<file path="config.mk">
export PLATFORM = sky130hd
export DESIGN_NAME = udcnt_arb_ctrl
export DESIGN_NICKNAME = d
export VERILOG_FILES = /design/src/rtl/udcnt_arb_ctrl.sv
export SDC_FILE = /design/constraint.sdc
export NUM_CORES = 1
export LEC_CHECK = 0
export ABC_CLOCK_PERIOD_IN_PS = 2400
export BUFFER_PORTS_ARGS = -buffer_cell sky130_fd_sc_hd__buf_2
export CAP_MARGIN = 20
export CORE_UTILIZATION = 49
export DETAILED_ROUTE_END_ITERATION = 16
export MAX_ROUTING_LAYER = met4
export PLACE_DENSITY = 0.82
export RECOVER_POWER = 50
export SYNTH_ARGS = -nofsm -noshare
export SYNTH_HDL_FRONTEND = slang
export SYNTH_SLANG_ARGS = --single-unit
</file>
<file path="constraint.sdc">
create_clock -name clk -period 2.4 [get_ports clk]
set_clock_uncertainty 0.1 [all_clocks]
set_input_delay 0.72 -clock clk [delete_from_list [all_inputs] [get_ports clk]]
set_output_delay 0.72 -clock clk [all_outputs]
set_load 0.02 [all_outputs]
</file>
<file path="src/rtl/udcnt_arb_ctrl.sv">
// Round-robin arbiter and sequencer for a shared up/down step counter.
// Two requesters each ask for N steps; the winner's run always completes before the next grant.
//
// state | meaning
// ------+---------------------------------------------------------
// IDLE  | waiting for a request; the winner is picked on the edge
// RUN   | one counter step per clock until rem reaches zero
// DONE  | one-cycle completion pulse; lp takes sel on the exit edge
module udcnt_arb_ctrl #(
  parameter int WIDTH = 4,
  parameter int LEN_W = 4
) (
  input  logic             clk,
  input  logic             rst,
  input  logic             req0,
  input  logic             dir0,
  input  logic [LEN_W-1:0] len0,
  input  logic             req1,
  input  logic             dir1,
  input  logic [LEN_W-1:0] len1,
  output logic             gnt0,
  output logic             gnt1,
  output logic             done0,
  output logic             done1,
  output logic             busy,
  output logic [WIDTH-1:0] q,
  output logic             u_d,
  output logic             tc
);

  typedef enum logic [1:0] {IDLE, RUN, DONE} state_t;

  state_t             state_q, state_d;
  logic [LEN_W-1:0]   rem_q, rem_d;
  logic               sel_q, sel_d;
  logic               lp_q, lp_d;
  logic [WIDTH-1:0]   q_q, q_d;
  logic               ud_q, ud_d;
  logic               tc_q, tc_d;
  logic               win;
  logic [LEN_W-1:0]   len_sel;

  always_ff @(posedge clk or posedge rst) begin
    if (rst) begin
      state_q <= IDLE;
      rem_q   <= '0;
      sel_q   <= 1'b0;
      lp_q    <= 1'b1;
      q_q     <= '0;
      ud_q    <= 1'b1;
      tc_q    <= 1'b0;
    end else begin
      state_q <= state_d;
      rem_q   <= rem_d;
      sel_q   <= sel_d;
      lp_q    <= lp_d;
      q_q     <= q_d;
      ud_q    <= ud_d;
      tc_q    <= tc_d;
    end
  end

  always_comb begin
    state_d = state_q;
    rem_d   = rem_q;
    sel_d   = sel_q;
    lp_d    = lp_q;
    q_d     = q_q;
    ud_d    = ud_q;
    tc_d    = 1'b0;
    win     = 1'b0;
    len_sel = '0;
    case (state_q)
      IDLE: begin
        if (req0 || req1) begin
          // On a tie the requester not served last wins.
          win     = (req0 && req1) ? ~lp_q : req1;
          len_sel = win ? len1 : len0;
          sel_d   = win;
          ud_d    = win ? dir1 : dir0;
          rem_d   = len_sel;
          state_d = (len_sel != '0) ? RUN : DONE;
        end
      end
      RUN: begin
        if (ud_q) begin
          q_d  = q_q + 1'b1;
          tc_d = &q_q;
        end else begin
          q_d  = q_q - 1'b1;
          tc_d = ~|q_q;
        end
        rem_d = rem_q - 1'b1;
        if (rem_q == LEN_W'(1)) state_d = DONE;
      end
      DONE: begin
        lp_d    = sel_q;
        state_d = IDLE;
      end
      default: state_d = IDLE;
    endcase
  end

  assign busy  = (state_q != IDLE);
  assign gnt0  = busy && !sel_q;
  assign gnt1  = busy && sel_q;
  assign done0 = (state_q == DONE) && !sel_q;
  assign done1 = (state_q == DONE) && sel_q;
  assign q     = q_q;
  assign u_d   = ud_q;
  assign tc    = tc_q;

endmodule

</file>
==> impl_metrics.json <==
{
  "critPathTopFamily": "flip-flops",
  "die_area_mm2": 0.00189,
  "synth_top_area_frac": 0.356,
  "routed_wl_mm": 1.62,
  "rsz0062_at_grt": "no",
  "worstMarginPinSlew_ns": 0.696,
  "first_iter_violations": 8,
  "ys_ff_latch": 14,
  "max-vdd-ir-drop_uv": 838,
  "gp_congestion": 0.783,
  "slew_headroom": 0.531,
  "startpoint_type": "flop",
  "multi_input_comb_area_um2": 463,
  "avgRoutedWirePerCell_um": 12.4,
  "fin_crit_sh": 0.857,
  "crit_type": "reg -> out",
  "core-area_mm2": 0.00156,
  "fillers": 119,
  "ys_seq_area_frac": 0.418,
  "cts_buffers": 3,
  "worst-path-buf-inv": 1,
  "n_antenna_cell": 0,
  "min_period_ns": 2.06,
  "final_common_cell": "buf_2",
  "drt_pass1_iterations": 4,
  "hpwlAfterDp_mm": 1.32,
  "cap_violations": 0,
  "final_cell_mix": "buf_2 (23), dfrtp_1 (12), nor2_1 (11)",
  "cpPeakStageDelay_ns": 0.45,
  "die_y_um": 43.5,
  "path_depth": 3,
  "synth_area_leader_cell": "dfrtp_1",
  "cp.arrival_ns": 1.24,
  "seqCellArea_um2": 353,
  "worst_ep_required_time_ns": 1.58,
  "syn2layout_area_growth_pct": 18.5,
  "utilization": 0.641,
  "io_pins": 25,
  "rows": 14,
  "synth_area_leaders": "dfrtp_1 (36%), dfstp_2 (6.2%), ha_1 (5.9%)",
  "cts_tree": "yes",
  "hold_slack_ns": 0.362,
  "powerDensity_mw_per_mm2": 1400,
  "io_buffers": 24,
  "syn_avg_cell_area_um2": 9.58,
  "timing_hold_violations_final": 0,
  "post_cts_resized": 0,
  "drive_above_1_share": 0.272,
  "synth_warnings": 0,
  "drt_drc_violations_left": 0,
  "synthCells": 88,
  "cts.htree.levels": 1,
  "path_max_fanout": 7,
  "cp_cell_sequence": "nand2b_1 -> nor2_1 -> buf_2",
  "die_w_um": 43.5,
  "grt_pass1_vias": 706,
  "status": "finished, final reports clean",
  "vias": 714,
  "synthDistinctLibCells": 34,
  "cts_setup_buffers": 0,
  "setup_viol": 0,
  "clk_pin_slew_worst_paths_ns": 0.09,
  "ant_nets": 0,
  "fmaxAchievable_mhz": 486,
  "clock-root-buffer": "clkbuf_4",
  "setup_tns_ns": 0,
  "cts_sinks": 14,
  "finalNetCount": 135,
  "p_total_mw": 1.40,
  "crit_slowest_cell": "dfrtp_1",
  "cp-end-kind": "output pin",
  "hp-class": "in -> async",
  "syn_area_um2": 843,
  "drv_slew": 0,
  "start_util": 0.541,
  "overflow": 0,
  "leakagePower_nw": 0.496,
  "cts_buffer_depth": 2,
  "postCtsHoldBufs": 0,
  "r2r_cells": 6,
  "grt_pass1_wl_mm": 2.97,
  "grt_max_degree": 15,
  "clk_latency_ns": 0.27,
  "antenna_found_initial": 0,
  "routed_via_density": 5.49,
  "synth_fp_nets": 107,
  "grt_usage": 0.217
}
kinds of logic (layout without fill, tap and decap cells):
| family | Yosys count | after routing | synth area share |
|---|---|---|---|
| compound gates | 22 | 22 | 0.181 |
| flops | 14 | 14 | 0.418 |
| buf+inv | 7 | 33 | 0.0326 |
| fa+ha+maj | 5 | 5 | 0.0831 |
| mux | 4 | 4 | 0.0534 |
| xor+xnor | 3 | 3 | 0.0312 |
| simple gates | 33 | 33 | 0.200 |
sequential cells by signal, indices dropped and copies added, names as in the netlist:
register and cells:
lp_q 1, q 4, rem_q 4, sel_q 1
state_q 2, tc 1, u_d 1
final cells by class:
type,count,area share
clock buffers,3,0.0225
inverters,6,0.0225
multi-input cells,67,0.463
flip-flops and latches,14,0.353
well taps,16,0.0200
repair buffers,24,0.119
worst paths after layout:
| kind | startpoint | to | slack (ns) |
|---|---|---|---|
| max in group asynchronous | rst | u_d$_DFFE_PP1P_ | 1.47 |
| hold / removal | rst | rem_q[2]$_DFFE_PP0P_ | 0.36 |
| setup reg to reg | u_d$_DFFE_PP1P_ | q[3]$_DFFE_PP0P_ | 0.56 |
| setup / recovery | state_q[0]$_DFFE_PP0P_ | done1 | 0.34 |
| min in group clk | rem_q[3]$_DFFE_PP0P_ | rem_q[3]$_DFFE_PP0P_ | 0.39 |
| hold reg to reg | rem_q[3]$_DFFE_PP0P_ | rem_q[3]$_DFFE_PP0P_ | 0.39 |
through the flow:
| stage | worst slack (ns) | instances | instance area (µm²) |
|---|---|---|---|
| global route | 0.271 | 130 | 1000 |
| finish | 0.343 | 130 | 1000 |
| global placement | 0.553 | 127 | 978 |
| detailed placement | 0.516 | 127 | 978 |
| floorplan | 0.644 | 88 | 843 |
| CTS | 0.345 | 130 | 1000 |
synth_stat cells, drive strengths merged:
library cell and count:
dfrtp 12, nor2 11, a21oi 6, inv 6, nand2 6, ha 4, o21ai 4, a211oi 3
mux2i 3, nor4 3, xnor2 3, a31oi 2, and3 2, dfstp 2, nand2b 2, nor2b 2
nor3 2, a21boi 1, a21o 1, a22o 1, a311oi 1, and2b 1, buf 1, fa 1
mux2 1, nand3 1, o21bai 1, o221ai 1, o31ai 1, or2 1, or2b 1, or4 1
report_power, final:
group	switching, mW	leakage, nW	internal (mW)
Sequential	0.137	0.165	0.363
Combinational	0.447	0.318	0.326
Clock	0.0736	0.0138	0.0580
worst reg2reg max path: cells and delay by family, from the launching register on:
kind | cells | cell delay (ns)
xor gates and xnor gates | 1 | 0.14
buffers and inverters | 1 | 0.12
adders and majority gates | 1 | 0.33
AOI/OAI and AO/OA | 2 | 0.27
DFF | 1 | 0.58
and+or+nand+nor | 1 | 0.18
per-layer routing:
metal	up-vias	GRT usage	wire length, µm
met2	17	0.345	747
li1	368	-	-
met4	0	0.0563	14
met1	327	0.295	813
met3	2	0.0250	42
met5	-	-	0
Note: power is estimated with default switching activity, not from simulation.
